$ cat config.mk
export PLATFORM = sky130hd
export DESIGN_NAME = store_buffer
export DESIGN_NICKNAME = d
export VERILOG_FILES = /design/src/rtl/store_buffer.sv
export SDC_FILE = /design/constraint.sdc
export NUM_CORES = 1
export LEC_CHECK = 0
export ABC_AREA = 1
export BUFFER_PORTS_ARGS = -buffer_cell sky130_fd_sc_hd__buf_4
export CAP_MARGIN = 20
export CORE_ASPECT_RATIO = 1.4
export CORE_UTILIZATION = 40
export CTS_CLUSTER_DIAMETER = 120
export CTS_CLUSTER_SIZE = 8
export DETAILED_ROUTE_END_ITERATION = 12
export HOLD_SLACK_MARGIN = 0.15
export PLACE_DENSITY = 0.56
export REMOVE_ABC_BUFFERS = 1
export SYNTH_ARGS = -nofsm -noshare
export SYNTH_HDL_FRONTEND = slang
export SYNTH_SLANG_ARGS = --single-unit
$ cat constraint.sdc
create_clock -name clk -period 9.9 [get_ports clk]
set_clock_uncertainty 0.15 [all_clocks]
set_input_delay 0.99 -clock clk [delete_from_list [all_inputs] [get_ports clk]]
set_output_delay 0.99 -clock clk [all_outputs]
set_load 0.02 [all_outputs]
$ cat src/rtl/store_buffer.sv
`default_nettype none
// ============================================================================
//  Module      : store_buffer
//  Description : In-order write buffer between the MEM stage and a
//                single-port data memory. Stores are accepted in one cycle,
//                drained FIFO to memory whenever no load needs the port, and
//                forwarded to loads so a load always sees the newest value
//                for its word address. This block owns the memory port.
//  Revision    : 1.0 - initial release
// ----------------------------------------------------------------------------
//  Ports
//    clk        in   1   clock, rising-edge
//    reset      in   1   asynchronous, active-high; clears pointers/count
//    st_valid   in   1   store issued this cycle
//    st_addr    in   32  store byte address (word store, [1:0] ignored)
//    st_data    in   32  store data
//    st_ready   out  1   buffer can accept a store (not full)
//    ld_valid   in   1   load issued this cycle
//    ld_addr    in   32  load byte address ([1:0] ignored for matching)
//    ld_data    out  32  load result, combinational
//    empty      out  1   no stores pending
//    mem_rd     out  1   data memory read enable
//    mem_wr     out  1   data memory write enable
//    mem_addr   out  32  data memory address
//    mem_wdata  out  32  data memory write data
//    mem_rdata  in   32  data memory combinational read data
// ============================================================================
module store_buffer #(
  parameter int DEPTH     = 4,
  parameter int DEPTH_BIT = 2
) (
  input  logic        clk,
  input  logic        reset,
  input  logic        st_valid,
  input  logic [31:0] st_addr,
  input  logic [31:0] st_data,
  output logic        st_ready,
  input  logic        ld_valid,
  input  logic [31:0] ld_addr,
  output logic [31:0] ld_data,
  output logic        empty,
  output logic        mem_rd,
  output logic        mem_wr,
  output logic [31:0] mem_addr,
  output logic [31:0] mem_wdata,
  input  logic [31:0] mem_rdata
);

  localparam logic [DEPTH_BIT:0] C_DEPTH = (DEPTH_BIT+1)'(DEPTH);

  // Entry storage; contents need no reset because validity is defined
  // purely by rp/cnt.
  logic [29:0]          r_ent_addr [DEPTH];
  logic [31:0]          r_ent_data [DEPTH];
  logic [DEPTH_BIT-1:0] r_wp;
  logic [DEPTH_BIT-1:0] r_rp;
  logic [DEPTH_BIT:0]   r_cnt;

  logic                 w_full;
  logic                 w_empty;
  logic                 w_push;
  logic                 w_drain;
  logic                 w_match;
  logic                 w_hit;
  logic                 w_miss;
  logic [31:0]          w_fwd_data;
  logic [DEPTH_BIT-1:0] w_idx;

  // Store address byte offset is irrelevant for word stores.
  logic w_unused;
  assign w_unused = &{1'b0, st_addr[1:0]};

  assign w_full   = (r_cnt == C_DEPTH);
  assign w_empty  = (r_cnt == '0);
  assign st_ready = !w_full;
  assign empty    = w_empty;

  assign w_push   = st_valid && !w_full;

  // Walk entries from oldest (rp) to youngest; a later match overwrites an
  // earlier one, so the youngest matching entry wins. Only registered
  // entries are searched, so a same-cycle push is not visible.
  always_comb begin
    w_match    = 1'b0;
    w_fwd_data = '0;
    w_idx      = '0;
    for (int k = 0; k < DEPTH; k++) begin
      w_idx = r_rp + k[DEPTH_BIT-1:0];
      if (((DEPTH_BIT+1)'(k) < r_cnt) && (r_ent_addr[w_idx] == ld_addr[31:2])) begin
        w_match    = 1'b1;
        w_fwd_data = r_ent_data[w_idx];
      end
    end
  end

  assign w_hit   = ld_valid && w_match;
  assign w_miss  = ld_valid && !w_match;
  // The port is free for a drain whenever no load needs memory.
  assign w_drain = !w_empty && !w_miss;

  always_comb begin
    mem_rd    = 1'b0;
    mem_wr    = 1'b0;
    mem_addr  = '0;
    mem_wdata = '0;
    ld_data   = '0;
    if (w_miss) begin
      mem_rd   = 1'b1;
      mem_addr = ld_addr;
      ld_data  = mem_rdata;
    end else begin
      if (w_hit) begin
        ld_data = w_fwd_data;
      end
      if (w_drain) begin
        mem_wr    = 1'b1;
        mem_addr  = {r_ent_addr[r_rp], 2'b00};
        mem_wdata = r_ent_data[r_rp];
      end
    end
  end

  always_ff @(posedge clk or posedge reset) begin
    if (reset) begin
      r_wp  <= '0;
      r_rp  <= '0;
      r_cnt <= '0;
    end else begin
      if (w_push) begin
        r_wp <= r_wp + 1'b1;
      end
      if (w_drain) begin
        r_rp <= r_rp + 1'b1;
      end
      case ({w_push, w_drain})
        2'b10:   r_cnt <= r_cnt + 1'b1;
        2'b01:   r_cnt <= r_cnt - 1'b1;
        default: r_cnt <= r_cnt;
      endcase
    end
  end

  always_ff @(posedge clk) begin
    if (w_push) begin
      r_ent_addr[r_wp] <= st_addr[31:2];
      r_ent_data[r_wp] <= st_data;
    end
  end

endmodule
`default_nettype wire
==> flow_metrics.py, run 1 <==
metrics = {
    "drt": {
        "drc": 0,
        "via_per_inst": 5.11,
        "dr.pass1.iters": 7,
        "drt_wl_total_um": 60900,
        "drt_iter0_markers": 1254,
        "dr_total_vias": 18951,
        "ant_nets": 0,
        "wire_per_inst_um": 16.4,
    },
    "pwr": {
        "power.leakage_nw": 11.0,
        "ir_drop_v": 0.000238,
        "total_power_w": 0.00662,
        "powerDensity_nw_per_um2": 303,
    },
    "cts": {
        "clock_latency_ns": 0.54,
        "cts_hold_buf": 0,
        "post_cts_buffers": 0,
        "h-tree-depth": 2,
        "cts-resized-gates": 0,
        "clkSinkCount": 255,
        "cts-buffers-inserted": 37,
        "clk_pin_slew_worst_paths_ns": 0.06,
        "clock_path_buffers": 3,
        "cts_root_buf": "clkbuf_16",
        "cts_tree": "done",
    },
    "worst_setup_path": {
        "r2r_start": "r_rp[1]$_DFFE_PP0N_",
        "critPathMaxFanout": 74,
        "r2r_end": "r_cnt[2]$_DFFE_PP0P_",
        "required_ns": 8.76,
        "reg2reg_slack_ns": 3.62,
        "reg2regPathDepth": 22,
        "start_kind": "register",
        "worst_setup_path_end_kind": "output port",
        "worstSetupPathType": "reg2out",
        "crit_arrival_ns": 6.40,
    },
    "timing": {
        "timing.final.ws_setup_ns": 2.36,
        "finalSetupViolations": 0,
        "tightest_slew_ns": 1.04,
        "fmax_mhz": 133,
        "finalHoldViolCount": 0,
        "period_minus_slack_ns": 7.54,
        "whs_ns": 0.246,
        "rsz0062_at_grt": "false",
        "tns_ns": 0,
        "finalCritPeriodShare": 0.762,
        "final_max_slew_viol_count": 0,
        "relSlewSlack": 0.305,
    },
    "yosys": {
        "synth_edf_count": 248,
        "syn-cell-area_um2": 18800,
        "synth-main-ff-cell": "edfxtp_1",
        "ys_seq_elements": 255,
        "synth_cells": 2937,
        "synth-warning-count": 0,
        "ys_seq_area_frac": 0.405,
        "async_flop_share": 0.0275,
        "synth_area_per_cell_um2": 6.41,
        "synth.distinct_cells": 28,
    },
    "cells_and_area": {
        "nFillCells": 4652,
        "layout.cells.non_filler": 3707,
        "drive_gt1_frac": 0.105,
        "synthToLayoutAreaGrowth_pct": 16.1,
        "nets": 3212,
    },
    "flow_run": {
        "max_cap_violations": 0,
    },
    "placed_design": {
        "gp_congestion": 0.896,
        "dp_slack_ns": 2.74,
        "place_hpwl_um": 39400,
        "dp.cells": 3648,
        "portBuffers": 229,
    },
    "global_route": {
        "grt_pass1_vias": 17337,
        "grt_pass1_wl_um": 92400,
        "met1_usage": 0.288,
        "use_met2": 0.457,
        "grtUsageMet3": 0.0336,
        "grtUsageTotal": 0.251,
        "antenna_found_initial": 6,
        "grt_busiest_layer": "met2",
        "grt-ovfl-total": 0,
        "grt_max_degree": 198,
    },
    "min_path": {
        "worst_hold_path_type": "in2async",
    },
    "die": {
        "die-area_um2": 48000,
        "die_y_um": 259,
        "core_area_um2": 46200,
        "rows": 93,
        "die_w_um": 185,
        "start_util": 0.408,
        "io_pins": 232,
    },
    "run_status": {
        "outcome": "finished clean",
    },
}
[cell type report]
cell class | instances | area (um^2) | area share
Antenna cell | 3 | 7.51 | 0.000343
Clock buffer | 54 | 1030 | 0.0472
Clock inverter | 1 | 8.76 | 0.000401
Inverter | 315 | 1190 | 0.0544
Multi-Input combinational cell | 2217 | 9360 | 0.428
Sequential cell | 255 | 7630 | 0.349
Tap cell | 617 | 772 | 0.0353
Timing Repair Buffer | 245 | 1860 | 0.0850
[cells in the mapped netlist (all sizes together), types with 2 or more instances]
cell type,n,area [um^2]
xnor2,2,17.5
dfrtp,7,175
ha,9,113
a21oi,35,175
nand2,1389,5220
clkbuf,71,269
o21ai,313,1570
or2,3,18.8
xor2,5,43.8
mux2i,2,20.0
edfxtp,248,7450
nor2,193,782
inv,315,1180
buf,79,463
nand3,264,1330
[flip-flops by register name, summed over array words and instances (netlist names)]
name,count
r_wp,2
r_cnt,3
r_ent_addr,120
r_ent_data,128
r_rp,2
[kinds of logic (layout without fill, tap and decap cells)]
family | count (synthesis) | after routing | share of synthesized area
AND/OR/NAND/NOR | 1850 | 1850 | 0.390
AO/OA/AOI/OAI | 349 | 349 | 0.0929
buffers and inverters | 465 | 615 | 0.102
other | 0 | 3 | 0
XOR/XNOR | 7 | 7 | 0.00326
multiplexers | 2 | 2 | 0.00106
flip-flops | 255 | 255 | 0.405
adder cells (fa/ha/maj) | 9 | 9 | 0.00598
[where the power goes]
part | total (W) | internal [W] | switching [W]
clock | 0.00118 | 0.000711 | 0.000471
sequential | 0.00161 | 0.00143 | 0.000172
combinational | 0.00383 | 0.00114 | 0.00269
[metal layers]
layer / vias up / share of wire
li1: 9541 / -
met1: 8644 / 0.39
met2: 622 / 0.51
met3: 138 / 0.059
met4: 6 / 0.039
met5: - / 0.00074
[critical path, stage by stage (launching register included)]
cell     delay, ns
dfrtp_4       0.99
buf_4         0.75
nand2_1       0.20
nand2_4       0.70
nand2_1       0.18
nand2_1       0.12
nand2_1       0.05
nand2_1       0.08
nor2_1        0.05
nand2_1       0.08
nor2_1        0.05
nand2_1       0.14
nor2_2        0.05
buf_4         0.29
nor2_1        0.34
nand3_2       0.26
inv_2         0.60
buf_4         0.48
nand2_1       0.08
o21ai_1       0.09
buf_4         0.18
[placed cells by master (no fill, tap or decap), drive strengths merged]
cell,netlist,layout
a21boi,1,1
nand2,1389,1389
edfxtp,248,248
dfrtp,7,7
o21ai,313,313
buf,79,245
diode,0,3
inv,315,316
nor2,193,193
and2,1,1
nand3,264,264
xnor2,2,2
clkbuf,71,54
or2,3,3
a21oi,35,35
mux2i,2,2
ha,9,9
xor2,5,5
[stage by stage]
step | util | instance area, um^2
2_1_floorplan | - | 18100
3_3_place_gp | 0.450 | 20800
3_5_place_dp | 0.450 | 20800
4_1_cts | 0.473 | 21800
5_1_grt | 0.473 | 21900
6_report | 0.473 | 21900
[worst max-delay path by stage]
stage                        startpoint      endpoint
floorplan           r_rp[0]$_DFFE_PP0N_   mem_addr[2]
global placement    r_rp[1]$_DFFE_PP0N_  mem_addr[11]
detailed placement  r_rp[1]$_DFFE_PP0N_   ld_data[26]
CTS                 r_rp[1]$_DFFE_PP0N_  mem_addr[11]
global route        r_rp[1]$_DFFE_PP0N_  mem_addr[15]
finish              r_rp[1]$_DFFE_PP0N_  mem_addr[13]
Note: power is estimated with default switching activity, not from simulation.
==> inputs of run 2 (changes only) <==
ABC_AREA = 0   (was 1)
clock period = 7.4 ns   (was 9.9 ns; I/O delays follow)
==> run 2 against run 1 <==
  * Sequential cell count is the same
  * Register-to-register slack worse by 1.7 ns
  * Routed wire length shrank 3.2%
  * Setup slack got worse by 1.4 ns
  * Final area decreased by 1.5%
  * Utilization grew 0.14 points
  * Non-clock buffer count up 10
  * Clock-buffer cell count is 2 lower
  * Largest power group unchanged
==> flow_metrics.py, run 2 <==
metrics = {
    "yosys": {
        "synth-main-ff-cell": "edfxtp_1",
        "synth_top_area_share": 0.402,
        "synth_most_common_cell": "edfxtp_1",
        "ys_seq_elements": 255,
        "synth_cells": 1733,
        "synthTopCellsByCount": "edfxtp_1, nand2_1, mux2i_1",
        "synth_area_per_cell_um2": 10.7,
        "async_flop_share": 0.0275,
        "ys_seq_area_frac": 0.412,
        "yosys.area.top_type": "edfxtp_1",
        "syn-cell-area_um2": 18500,
        "synth.distinct_cells": 71,
        "synth-warning-count": 0,
        "ys_top_cells_by_area": "edfxtp_1, mux2i_1, mux4_2",
        "synth_edf_count": 248,
    },
    "worst_setup_path": {
        "cpPeakStageDelay_ns": 0.93,
        "critPathTopFamily": "simple AND/OR/NAND/NOR gates",
        "worst_setup_path_end_kind": "output port",
        "critPathMaxFanout": 46,
        "path_depth": 12,
        "crit_arrival_ns": 5.50,
        "path_buf_inv": 3,
        "worstSetupPathType": "reg2out",
        "required_ns": 6.51,
        "cp_cell_sequence": "buf_12, mux4_2, xnor2_1, and3_1, nand3_1, nor4_1, nand4_1, and4_4, or2_1, buf_4, a211oi_1, buf_4",
        "path_common_cell": "buf_4",
        "cpMaxStageDelayCell": "dfrtp_4",
        "reg2regPathDepth": 14,
        "start_kind": "register",
    },
    "placed_design": {
        "dp_slack_ns": 1.58,
        "portBuffers": 229,
        "gp_congestion": 0.944,
        "dp.cells": 2427,
        "postPlaceCellArea_um2": 20500,
        "place_hpwl_um": 38800,
    },
    "timing": {
        "whs_ns": 0.256,
        "relSlewSlack": 0.290,
        "rsz0062_at_grt": "false",
        "period_minus_slack_ns": 6.39,
        "finalHoldViolCount": 0,
        "tightest_slew_ns": 1.07,
        "timing.final.ws_setup_ns": 1.01,
        "finalSetupViolations": 0,
        "fmax_mhz": 156,
        "final_max_slew_viol_count": 0,
        "finalCritPeriodShare": 0.864,
    },
    "min_path": {
        "worst_hold_path_type": "in2reg",
        "min_path_cells": 1,
    },
    "die": {
        "io_pins": 232,
        "die_w_um": 184,
        "rows": 92,
        "die_y_um": 257,
        "start_util": 0.408,
        "die-area_um2": 47200,
        "core_area_um2": 45400,
    },
    "global_route": {
        "antenna_found_initial": 5,
        "grt_pass1_vias": 14730,
        "grt_pass1_wl_um": 87700,
        "grt-ovfl-total": 0,
        "grtUsageTotal": 0.247,
        "grt_max_degree": 168,
    },
    "cells_and_area": {
        "nets": 1998,
        "multi_input_area_um2": 9900,
        "final_area_um2": 21500,
        "largest_reg_flops": 128,
        "drive_gt1_frac": 0.232,
        "nFillCells": 4255,
        "top_register": "r_ent_data",
        "final_common_cell": "edfxtp_1",
        "synthToLayoutAreaGrowth_pct": 16.2,
        "regArea_um2": 7630,
        "layout.cells.non_filler": 2483,
        "layout_common_cells": "edfxtp_1, buf_4, nand2_1",
        "reg_top3": "r_ent_data x128, r_ent_addr x120, r_cnt x3",
    },
    "drt": {
        "drc": 0,
        "dr.pass1.iters": 6,
        "drt_iter0_markers": 1152,
        "ant_nets": 0,
        "drt_wl_total_um": 58900,
        "via_per_inst": 5.95,
        "wire_per_inst_um": 23.7,
        "dr_total_vias": 14782,
    },
    "pwr": {
        "total_power_w": 0.00839,
        "powerDensity_nw_per_um2": 390,
        "ir_drop_v": 0.000370,
        "power.leakage_nw": 8.18,
    },
    "cts": {
        "cts_hold_buf": 1,
        "clkSinkCount": 255,
        "cts_root_buf": "clkbuf_16",
        "clock_path_buffers": 3,
        "cts-resized-gates": 0,
        "post_cts_buffers": 0,
        "cts_tree": "done",
        "clk_pin_slew_worst_paths_ns": 0.05,
        "clock_latency_ns": 0.53,
        "h-tree-depth": 2,
        "cts-buffers-inserted": 37,
    },
    "flow_run": {
        "max_cap_violations": 0,
    },
    "run_status": {
        "outcome": "finished clean",
    },
}
run 2: path summary, 6_finish.rpt:
| check | to | slack [ns] | start |
|---|---|---|---|
| worst max-delay path | mem_wdata[11] | 1.01 | r_rp[0]$_DFFE_PP0N_ |
| worst min-delay path | r_ent_data[0][3]$_DFFE_PP_ | 0.26 | st_data[3] |
| worst max register to register | r_cnt[2]$_DFFE_PP0P_ | 1.95 | r_rp[0]$_DFFE_PP0N_ |
| worst min register to register | r_cnt[1]$_DFFE_PP0P_ | 0.47 | r_cnt[1]$_DFFE_PP0P_ |
| max in group asynchronous | r_rp[0]$_DFFE_PP0N_ | 6.26 | reset |
| min in group asynchronous | r_rp[1]$_DFFE_PP0N_ | 0.58 | reset |
run 2: layout make-up:
class,count,area share
antenna,1,0.000116
clock buffer,52,0.0476
clock inverter,1,0.000407
inverter,48,0.00872
multi-input combinational,1260,0.460
sequential,255,0.354
tap,611,0.0355
timing repair buffer,255,0.0935
run 2: where the power goes:
group / internal, W / leakage, nW / switching (W)
Combinational: 0.00192 / 5.32 / 0.00272
Sequential: 0.00193 / 2.35 / 0.000257
Clock: 0.000946 / 0.500 / 0.000618
run 2: stage by stage:
stage | TNS, ns | util
3_3_place_gp | 0 | 0.451
4_1_cts | 0 | 0.474
3_5_place_dp | 0 | 0.451
6_report | 0 | 0.475
5_1_grt | 0 | 0.475
2_1_floorplan | -1057.79 | -
run 2: routing by layer:
layer,track usage,wire (um),vias up,share of wire
met2,0.438,29900,559,0.51
met1,0.284,22500,7222,0.38
met5,0,49,-,0.00083
li1,-,-,6867,-
met3,0.0496,3980,126,0.068
met4,0.110,2430,8,0.041
run 2: cells by family after synthesis:
logic type      synth area share
compound gates             0.155
mux                        0.202
flops                      0.412
fa+ha+maj                0.00608
simple gates               0.114
buf+inv                   0.0563
xor+xnor                  0.0553
==> inputs of run 3 (changes only) <==
PLACE_DENSITY = unset   (was 0.56)
clock period = 5.35 ns   (was 7.4 ns; I/O delays follow)
==> run 3 against run 2 <==
  * Final area rose by 5.1%
  * Clock power increased by 33%
  * Via count rose by 3.6%
  * Clock-buffer cell count fell by 7
  * Utilization rose by 2.4 points
  * Setup slack got worse by 0.94 ns
  * Non-clock buffer count is 109 higher
  * Global-route usage rose by 0.61 points
  * Largest cell class unchanged
==> flow_metrics.py, run 3 (synthesized netlist as in run 2, its figures left out) <==
metrics = {
    "worst_setup_path": {
        "r2r_start": "r_rp[1]$_DFFE_PP0N_",
        "worstSetupPathType": "reg2out",
        "reg2regPathDepth": 17,
        "r2r_end": "r_cnt[2]$_DFFE_PP0P_",
        "worst_setup_path_end_kind": "output port",
        "critPathMaxFanout": 16,
        "start_kind": "register",
        "crit_start": "r_rp[1]$_DFFE_PP0N_",
        "crit_arrival_ns": 4.60,
        "required_ns": 4.66,
        "reg2reg_slack_ns": 0.75,
    },
    "cells_and_area": {
        "synthToLayoutAreaGrowth_pct": 22.1,
        "layout_common_cells": "buf_4, edfxtp_1, nand2_1",
        "top_register": "r_ent_data",
        "final_util": 0.499,
        "nets": 2108,
        "drive_gt1_frac": 0.246,
        "largest_reg_flops": 128,
        "reg_top3": "r_ent_data x128, r_ent_addr x120, r_cnt x3",
        "final_common_cell": "buf_4",
        "final_area_um2": 22600,
    },
    "die": {
        "rows": 92,
        "die_w_um": 184,
        "core_area_um2": 45400,
        "die-area_um2": 47200,
        "start_util": 0.408,
        "io_pins": 232,
        "die_y_um": 257,
    },
    "timing": {
        "finalSetupViolations": 0,
        "whs_ns": 0.278,
        "finalCritPeriodShare": 0.988,
        "finalHoldViolCount": 0,
        "period_minus_slack_ns": 5.29,
        "final_max_slew_viol_count": 0,
        "tns_ns": 0,
        "fmax_mhz": 189,
        "relSlewSlack": 0.337,
        "tightest_slew_ns": 0.994,
    },
    "cts": {
        "cts-buffers-inserted": 37,
        "cts_root_buf": "clkbuf_16",
        "h-tree-depth": 2,
        "clk_pin_slew_worst_paths_ns": 0.05,
        "clock_latency_ns": 0.55,
        "clkSinkCount": 255,
        "cts_tree": "done",
        "clock_path_buffers": 3,
    },
    "flow_run": {
        "max_cap_violations": 0,
    },
    "min_path": {
        "min_path_cells": 3,
        "worst_hold_path_type": "in2reg",
        "hp-start": "st_valid",
        "hold_path_end": "r_wp[0]$_DFFE_PP0P_",
    },
    "drt": {
        "ant_nets": 0,
        "drt_wl_total_um": 60200,
        "dr_total_vias": 15310,
        "drt_iter0_markers": 1115,
        "drc": 0,
        "dr.pass1.iters": 5,
        "wire_per_inst_um": 23.3,
        "via_per_inst": 5.92,
    },
    "placed_design": {
        "portBuffers": 229,
        "place_hpwl_um": 39400,
        "postPlaceCellArea_um2": 20700,
        "gp_congestion": 0.988,
    },
    "pwr": {
        "p_comb_frac": 0.576,
        "pwr-share-clk": 0.175,
        "power.internal_w": 0.00679,
        "power.leakage_nw": 8.70,
        "total_power_w": 0.0119,
        "swShare": 0.428,
        "ir_drop_v": 0.000442,
        "powerDensity_nw_per_um2": 525,
        "p_switching_w": 0.00507,
        "seqPwrFrac": 0.249,
    },
    "global_route": {
        "antenna_found_initial": 2,
        "grt_pass1_wl_um": 89800,
        "grt-ovfl-total": 0,
        "grt_max_degree": 177,
        "grtUsageTotal": 0.253,
        "grt_pass1_vias": 15406,
    },
    "run_status": {
        "outcome": "finished clean",
    },
}
## run 3: routing by layer
metal  vias to the layer above  wire length [um]  GRT usage
li1                       7078                 -          -
met1                      7465             22600      0.283
met2                       608             30500      0.447
met3                       157              3860     0.0487
met4                         2              3290      0.140
met5                         -                17          0
## run 3: critical path, cell delays in order, from the launching register on
cell and delay [ns]:
dfrtp_4 0.46, buf_12 0.13, buf_4 0.26, mux2i_1 0.29
xnor2_1 0.24, nor3_1 0.57, o211ai_1 0.18, or4b_1 0.60
o211ai_4 0.28, buf_12 0.15, clkbuf_16 0.20, o22ai_1 0.11
a22o_1 0.20, a41o_1 0.23, buf_4 0.16
## run 3: stage by stage
step / setup slack, ns / std cells
detailed placement: 0.359 / 2455
floorplan: -12.50 / 1563
CTS: 0.00405 / 2576
global placement: 0.395 / 2455
finish: 0.0643 / 2585
global route: -0.0270 / 2584
## run 3: final cells by class
cell class / instances / area, um^2
multi-input combinational: 1260 / 9950
fill: 4201 / 22700
sequential: 255 / 7630
tap: 611 / 764
timing repair buffer: 364 / 3120
timing repair inverter: 1 / 5.00
antenna: 1 / 2.50
inverter: 48 / 188
clock buffer: 45 / 956
## run 3: power by group through the flow
stage	Sequential, W	Combinational [W]	Clock [W]
5_1_grt	0.00299	0.00735	0.00218
3_5_place_dp	0.00304	0.00653	0
2_1_floorplan	0.00338	0.00413	0
6_report	0.00296	0.00684	0.00207
3_3_place_gp	0.00301	0.00646	0
4_1_cts	0.00296	0.00676	0.00212
## run 3: repair_timing
action                                  CTS  global route
endpoints found under the hold margin   255             0
endpoints found under the setup margin   63            63
cloned                                    1             2
gates resized for setup                   5             6
hold buffers                             63             0
setup buffers                            12             6
pin swaps                                 2             2
## run 3: how the worst max path moves through the flow
| stage | slack (ns) | to | cells after the start |
|---|---|---|---|
| final | 0.06 | ld_data[5] | 14 |
| after global routing | -0.03 | ld_data[31] | 14 |
| after CTS | 0.004 | mem_wdata[11] | 14 |
| after detailed placement | 0.36 | mem_wdata[19] | 12 |
| after global placement | 0.39 | mem_wdata[19] | 13 |
| after floorplan | -12.50 | ld_data[12] | 8 |
